## config.mk

```make
export PLATFORM = sky130hd
export DESIGN_NAME = counter_sched_flat
export DESIGN_NICKNAME = d
export VERILOG_FILES = /design/src/rtl/counter_sched_if.sv /design/src/rtl/counter_sched.sv /design/src/flat_wrapper.sv
export SDC_FILE = /design/constraint.sdc
export NUM_CORES = 1
export LEC_CHECK = 0
export BUFFER_PORTS_ARGS = -buffer_cell sky130_fd_sc_hd__clkbuf_2
export CAP_MARGIN = 0
export CORE_AREA = 2 2 94 96
export DETAILED_ROUTE_END_ITERATION = 6
export DIE_AREA = 0 0 96 98
export GPL_TIMING_DRIVEN = 0
export HOLD_SLACK_MARGIN = 0.1
export PLACE_DENSITY = 0.75
export SLEW_MARGIN = 20
export SYNTH_ARGS = -nofsm -noshare
export SYNTH_HDL_FRONTEND = slang
export SYNTH_SLANG_ARGS = --single-unit
export TNS_END_PERCENT = 1
```

## constraint.sdc

```tcl
create_clock -name clk -period 6.2 [get_ports clk]
set_input_delay 0 -clock clk [delete_from_list [all_inputs] [get_ports clk]]
set_output_delay 0 -clock clk [all_outputs]
set_load 0.005 [all_outputs]
```

## src/rtl/counter_sched_if.sv

```systemverilog
// Command and output-stream channels of the counter sequencer.
// The master modport is the host/consumer side; the slave modport is the sequencer.
interface counter_sched_if #(
  parameter int DATA_WIDTH = 8,
  parameter int REP_WIDTH  = 8
);
  logic                  cmd_valid;
  logic                  cmd_ready;
  logic [DATA_WIDTH-1:0] cmd_from;
  logic [DATA_WIDTH-1:0] cmd_to;
  logic [DATA_WIDTH-1:0] cmd_step;
  logic [REP_WIDTH-1:0]  cmd_reps;
  logic                  abort;
  logic [DATA_WIDTH-1:0] out;
  logic                  out_valid;
  logic                  out_ready;
  logic                  out_last;
  logic                  out_final;

  modport master (
    output cmd_valid, cmd_from, cmd_to, cmd_step, cmd_reps, abort, out_ready,
    input  cmd_ready, out, out_valid, out_last, out_final
  );

  modport slave (
    input  cmd_valid, cmd_from, cmd_to, cmd_step, cmd_reps, abort, out_ready,
    output cmd_ready, out, out_valid, out_last, out_final
  );
endinterface

```

## src/rtl/counter_sched.sv

```systemverilog
// Run-time-programmable counter sequencer: accepts a from/to/step/reps command
// and streams the count values with backpressure, flagging pass and command ends.
module counter_sched #(
  parameter int DATA_WIDTH = 8,
  parameter int REP_WIDTH  = 8
) (
  input  logic           clk,
  input  logic           rst,
  counter_sched_if.slave bus,
  output logic           busy,
  output logic           done,
  output logic           err
);

  typedef enum logic {IDLE, RUN} state_t;

  state_t                state_q, state_d;
  logic [DATA_WIDTH-1:0] out_q, out_d;
  logic                  out_valid_q, out_valid_d;
  logic                  out_last_q, out_last_d;
  logic                  out_final_q, out_final_d;
  logic                  busy_q, busy_d;
  logic                  done_q, done_d;
  logic                  err_q, err_d;
  logic [DATA_WIDTH-1:0] from_q, from_d;
  logic [DATA_WIDTH-1:0] to_q, to_d;
  logic [DATA_WIDTH-1:0] step_q, step_d;
  logic [REP_WIDTH-1:0]  reps_q, reps_d;
  logic [REP_WIDTH-1:0]  pass_q, pass_d;

  logic [DATA_WIDTH:0]   nxt;
  logic                  hs;
  logic [REP_WIDTH-1:0]  pass_inc;

  // Last-of-pass is evaluated for the value being loaded so the flag is registered with it.
  function automatic logic is_last(input logic [DATA_WIDTH-1:0] v,
                                   input logic [DATA_WIDTH-1:0] s,
                                   input logic [DATA_WIDTH-1:0] t);
    logic [DATA_WIDTH:0] n;
    n = {1'b0, v} + {1'b0, s};
    return n[DATA_WIDTH] || (n > {1'b0, t});
  endfunction

  function automatic logic is_final(input logic                 last,
                                    input logic [REP_WIDTH-1:0] reps,
                                    input logic [REP_WIDTH-1:0] pass);
    return last && (reps != '0) && (pass == reps);
  endfunction

  assign nxt      = {1'b0, out_q} + {1'b0, step_q};
  assign hs       = out_valid_q && bus.out_ready;
  assign pass_inc = pass_q + REP_WIDTH'(1);

  always_comb begin
    state_d     = state_q;
    out_d       = out_q;
    out_valid_d = out_valid_q;
    out_last_d  = out_last_q;
    out_final_d = out_final_q;
    busy_d      = busy_q;
    done_d      = 1'b0;
    err_d       = 1'b0;
    from_d      = from_q;
    to_d        = to_q;
    step_d      = step_q;
    reps_d      = reps_q;
    pass_d      = pass_q;

    unique case (state_q)
      IDLE: begin
        if (bus.cmd_valid) begin
          if ((bus.cmd_step == '0) || (bus.cmd_from > bus.cmd_to)) begin
            err_d = 1'b1;
          end else begin
            from_d      = bus.cmd_from;
            to_d        = bus.cmd_to;
            step_d      = bus.cmd_step;
            reps_d      = bus.cmd_reps;
            pass_d      = REP_WIDTH'(1);
            out_d       = bus.cmd_from;
            out_valid_d = 1'b1;
            busy_d      = 1'b1;
            out_last_d  = is_last(bus.cmd_from, bus.cmd_step, bus.cmd_to);
            out_final_d = is_final(out_last_d, bus.cmd_reps, REP_WIDTH'(1));
            state_d     = RUN;
          end
        end
      end
      RUN: begin
        if (hs && out_final_q) begin
          out_valid_d = 1'b0;
          out_last_d  = 1'b0;
          out_final_d = 1'b0;
          busy_d      = 1'b0;
          done_d      = 1'b1;
          state_d     = IDLE;
        end else if (bus.abort) begin
          out_valid_d = 1'b0;
          out_last_d  = 1'b0;
          out_final_d = 1'b0;
          busy_d      = 1'b0;
          state_d     = IDLE;
        end else if (hs) begin
          if (!out_last_q) begin
            out_d       = nxt[DATA_WIDTH-1:0];
            out_last_d  = is_last(nxt[DATA_WIDTH-1:0], step_q, to_q);
            out_final_d = is_final(out_last_d, reps_q, pass_q);
          end else begin
            // Endless mode never consults the pass count, so it is left frozen.
            if (reps_q != '0) begin
              pass_d = pass_inc;
            end
            out_d       = from_q;
            out_last_d  = is_last(from_q, step_q, to_q);
            out_final_d = is_final(out_last_d, reps_q, pass_d);
          end
        end
      end
      default: state_d = IDLE;
    endcase
  end

  always_ff @(posedge clk or posedge rst) begin
    if (rst) begin
      state_q     <= IDLE;
      out_q       <= '0;
      out_valid_q <= 1'b0;
      out_last_q  <= 1'b0;
      out_final_q <= 1'b0;
      busy_q      <= 1'b0;
      done_q      <= 1'b0;
      err_q       <= 1'b0;
      from_q      <= '0;
      to_q        <= '0;
      step_q      <= '0;
      reps_q      <= '0;
      pass_q      <= '0;
    end else begin
      state_q     <= state_d;
      out_q       <= out_d;
      out_valid_q <= out_valid_d;
      out_last_q  <= out_last_d;
      out_final_q <= out_final_d;
      busy_q      <= busy_d;
      done_q      <= done_d;
      err_q       <= err_d;
      from_q      <= from_d;
      to_q        <= to_d;
      step_q      <= step_d;
      reps_q      <= reps_d;
      pass_q      <= pass_d;
    end
  end

  assign bus.cmd_ready = (state_q == IDLE);
  assign bus.out       = out_q;
  assign bus.out_valid = out_valid_q;
  assign bus.out_last  = out_last_q;
  assign bus.out_final = out_final_q;
  assign busy          = busy_q;
  assign done          = done_q;
  assign err           = err_q;

endmodule

```

## src/flat_wrapper.sv

```systemverilog
// flat-port wrapper written by rule: the top's interface ports become plain ports
module counter_sched_flat 
#(
  parameter int DATA_WIDTH = 8,
  parameter int REP_WIDTH  = 8
)
  (clk, rst, busy, done, err, bus_cmd_valid, bus_cmd_from, bus_cmd_to, bus_cmd_step, bus_cmd_reps, bus_abort, bus_out_ready, bus_cmd_ready, bus_out, bus_out_valid, bus_out_last, bus_out_final);
  counter_sched_if #(.DATA_WIDTH(DATA_WIDTH), .REP_WIDTH(REP_WIDTH)) bus_i ();
  input  logic clk;
  input  logic rst;
  output logic busy;
  output logic done;
  output logic err;
  input wire logic [$bits(bus_i.cmd_valid)-1:0] bus_cmd_valid;
  input wire logic [$bits(bus_i.cmd_from)-1:0] bus_cmd_from;
  input wire logic [$bits(bus_i.cmd_to)-1:0] bus_cmd_to;
  input wire logic [$bits(bus_i.cmd_step)-1:0] bus_cmd_step;
  input wire logic [$bits(bus_i.cmd_reps)-1:0] bus_cmd_reps;
  input wire logic [$bits(bus_i.abort)-1:0] bus_abort;
  input wire logic [$bits(bus_i.out_ready)-1:0] bus_out_ready;
  output wire logic [$bits(bus_i.cmd_ready)-1:0] bus_cmd_ready;
  output wire logic [$bits(bus_i.out)-1:0] bus_out;
  output wire logic [$bits(bus_i.out_valid)-1:0] bus_out_valid;
  output wire logic [$bits(bus_i.out_last)-1:0] bus_out_last;
  output wire logic [$bits(bus_i.out_final)-1:0] bus_out_final;
  assign bus_i.cmd_valid = bus_cmd_valid;
  assign bus_i.cmd_from = bus_cmd_from;
  assign bus_i.cmd_to = bus_cmd_to;
  assign bus_i.cmd_step = bus_cmd_step;
  assign bus_i.cmd_reps = bus_cmd_reps;
  assign bus_i.abort = bus_abort;
  assign bus_i.out_ready = bus_out_ready;
  assign bus_cmd_ready = bus_i.cmd_ready;
  assign bus_out = bus_i.out;
  assign bus_out_valid = bus_i.out_valid;
  assign bus_out_last = bus_i.out_last;
  assign bus_out_final = bus_i.out_final;
  counter_sched #(.DATA_WIDTH(DATA_WIDTH), .REP_WIDTH(REP_WIDTH)) u_core (.clk(clk), .rst(rst), .bus(bus_i), .busy(busy), .done(done), .err(err));
endmodule
```

==> metrics.yaml <==
outcome:
  outcome: "finished, final reports clean"
cts:
  cts_setup_buffers: 0
  path_clk_slew_ns: 0.10
  clockBufferDepth: 2
  htreeDepth: 2
  cts_tree: "yes"
  ctsResizeCount: 0
  root_buffer: "clkbuf_8"
  clk_latency_ns: 0.32
  cts_sinks: 54
  cts_buffers: 5
floorplan:
  core_mm2: 0.00847
  dieArea_mm2: 0.00941
  io_pins: 52
  die_h_um: 98
  num_rows: 34
  start_util: 0.536
  die_w_um: 96
logic_synthesis:
  synth_area_per_cell_um2: 9.14
  ys_types: 49
  netlist_instances: 496
  synth_edf_count: 0
  ys_seq_area_frac: 0.298
  syn_area_mm2: 0.00454
  synth_ff_type: "dfrtp_1"
  synth-async-reset-ratio: 1.00
  yosysWarnings: 0
  synth_seq_cells: 54
  postSynthNetCount: 602
power_and_ir_drop:
  p_leak_nw: 2.51
  p_per_area_mw_per_mm2: 523
  ir_drop_mv: 0.335
detailed_routing:
  route.detailed.wl_per_inst_um: 16.7
  vias: 4027
  drc_errors: 0
  postRouteAntennaNets: 0
  drtIter0Drc: 125
  finalWirelength_um: 11600
  firstDrtPassIters: 4
  avgViaCountPerCell: 5.78
cells_and_area:
  diodes: 0
  final_cell_mix: "ha_1 (65), dfrtp_1 (54), clkbuf_2 (52)"
  nNetsFinal: 695
  final_common_cell: "ha_1"
  drive_gt1_frac: 0.161
  syn2layout_area_growth_pct: 18.2
grt:
  grt_first_pass_wirelength_um: 19700
  grt_pass1_vias: 4109
  grtUsageTotal: 0.266
  grt_overflow: 0
  antenna_found_initial: 0
  grt_max_degree: 55
placed_design:
  globalplace.congestion: 0.874
  hpwl_um: 8930
  portBuffers: 51
critical_path:
  cp.arrival_ns: 4.32
  required_ns: 6.41
  crit_path_end_kind: "register"
  crit_fanout: 5
  crit_type: "register to register"
  critPathLaunchType: "register"
sta:
  fin_crit_ns: 4.11
  fmax_ghz: 0.243
  rsz0062_at_grt: "no"
  slew_viol_final: 0
  finalSetupTns_ns: 0
  relSlewSlack: 0.554
  fin_skew_ns: 0.0119
  whs_ns: 0.153
  tightest_slew_ns: 0.670
  setup_viol: 0
  period_share: 0.663
  hold_viol_final: 0
worst_hold_path:
  hold_path_class: "input port to register"
flow_run:
  drv_cap: 0
-- path summary, 6_finish.rpt --
| kind | startpoint | end | slack, ns | cells past startpoint |
|---|---|---|---|---|
| setup / recovery | u_core.step_q[0] | u_core.bus.out_last | 2.09 | 18 |
| hold / removal | bus_out_ready | u_core.done | 0.15 | 3 |
| setup reg to reg | u_core.step_q[0] | u_core.bus.out_last | 2.09 | 18 |
| hold reg to reg | u_core.to_q[7] | u_core.to_q[7] | 0.50 | 2 |
| max in group asynchronous | rst | u_core.bus.out_final | 5.42 | 3 |
| min in group asynchronous | rst | u_core.from_q[2] | 0.31 | 3 |
-- what timing repair did --
| item | 4_1_cts | 5_1_grt |
|---|---|---|
| hold endpoints to repair | 91 | 0 |
| hold buffers | 35 | 0 |
| setup endpoints to repair | 0 | 0 |
-- cell type report --
| cell class | instances | area, um2 |
|---|---|---|
| fill | 715 | 3100 |
| multi-input combinational | 399 | 3010 |
| sequential | 54 | 1350 |
| timing repair buffer | 86 | 606 |
| tap | 108 | 135 |
| inverter | 32 | 123 |
| clock buffer | 5 | 68.8 |
| buffer | 11 | 51.3 |
| clock inverter | 2 | 13.8 |
-- report_power, final --
group          internal [mW]  total [mW]  switching, mW  leakage (nW)
logic                  0.931        2.01           1.08          1.80
registers              0.457       0.594          0.137         0.661
clock network         0.0785       0.201          0.123        0.0444
-- metrics by stage --
stage                     worst slack, ns  total power [mW]  instances   util  instance area (um2)
after global placement               2.27              2.46        655  0.582                 4930
after detailed placement             2.19              2.56        655  0.582                 4930
after CTS                            2.16              2.79        697  0.633                 5360
after floorplan                      2.68              2.10        496      -                 4540
final                                2.09              2.80        697  0.633                 5360
after global routing                 1.85              3.09        697  0.633                 5360
-- Yosys cell counts (2+ instances only) --
master / number / area share
xor2_1: 14 / 0.027
xnor2_1: 22 / 0.042
nor4_4: 2 / 0.0094
fa_1: 4 / 0.018
o21bai_1: 7 / 0.012
o21ai_0: 43 / 0.047
mux2i_1: 3 / 0.0066
o211ai_1: 8 / 0.013
buf_2: 4 / 0.0044
o31a_1: 2 / 0.0039
a21oi_1: 34 / 0.038
clkbuf_1: 5 / 0.0041
nor2_1: 29 / 0.024
nand2b_1: 3 / 0.0041
nand3_1: 14 / 0.015
and3_1: 2 / 0.0028
ha_1: 65 / 0.18
o22ai_1: 3 / 0.0041
a21o_1: 11 / 0.018
o31ai_1: 2 / 0.0033
nor2b_1: 7 / 0.0097
o21a_1: 8 / 0.013
dfrtp_1: 54 / 0.30
a31oi_1: 3 / 0.0041
inv_1: 32 / 0.026
nand4_1: 5 / 0.0069
mux2_2: 24 / 0.060
nor4_1: 5 / 0.0069
a211oi_1: 9 / 0.015
nand2_1: 42 / 0.035
a2111oi_0: 2 / 0.0039
nor3_1: 8 / 0.0088
and2_1: 4 / 0.0055
-- worst max-delay path, stage by stage, from the launching register on --
cell and delay [ns]:
dfrtp_1 0.46, ha_1 0.24, fa_1 0.41, a21o_1 0.21, a21oi_1 0.21, o21ai_0 0.15
xor2_1 0.27, ha_1 0.34, a21oi_1 0.15, o21ai_0 0.12, xor2_1 0.16, ha_1 0.32
a21oi_1 0.15, nand2_1 0.06, o21ai_0 0.09, a21oi_1 0.07, o221ai_1 0.32, o211ai_1 0.15
o21a_1 0.13
-- sequential cells by signal, indices dropped and copies added, names as in the netlist --
name / count
u_core.bus.out: 8
u_core.bus.out_last: 1
u_core.done: 1
u_core.reps_q: 8
u_core.to_q: 8
u_core.from_q: 8
u_core.err: 1
u_core.bus.out_valid: 1
u_core.pass_q: 8
u_core.bus.out_final: 1
u_core.step_q: 8
u_core.state_q: 1
-- logic make-up (layout without fill, tap and decap cells) --
logic type,Yosys count,count (layout),synth area share
compound gates,139,139,0.191
simple gates,128,128,0.141
fa+ha+maj,69,69,0.197
flops,54,54,0.298
buf+inv,43,136,0.0378
xor+xnor,36,36,0.0695
mux,27,27,0.0662
-- routing by layer --
metal  share of wire  vias up  track usage  wire length [um]
met5               0        -            0                 0
met4           0.025        0       0.0813               291
met3           0.037       24       0.0285               426
met2            0.48       83        0.431              5550
met1            0.46     1931        0.372              5350
li1                -     1989            -                 -
(Power assumes the default switching activity.)
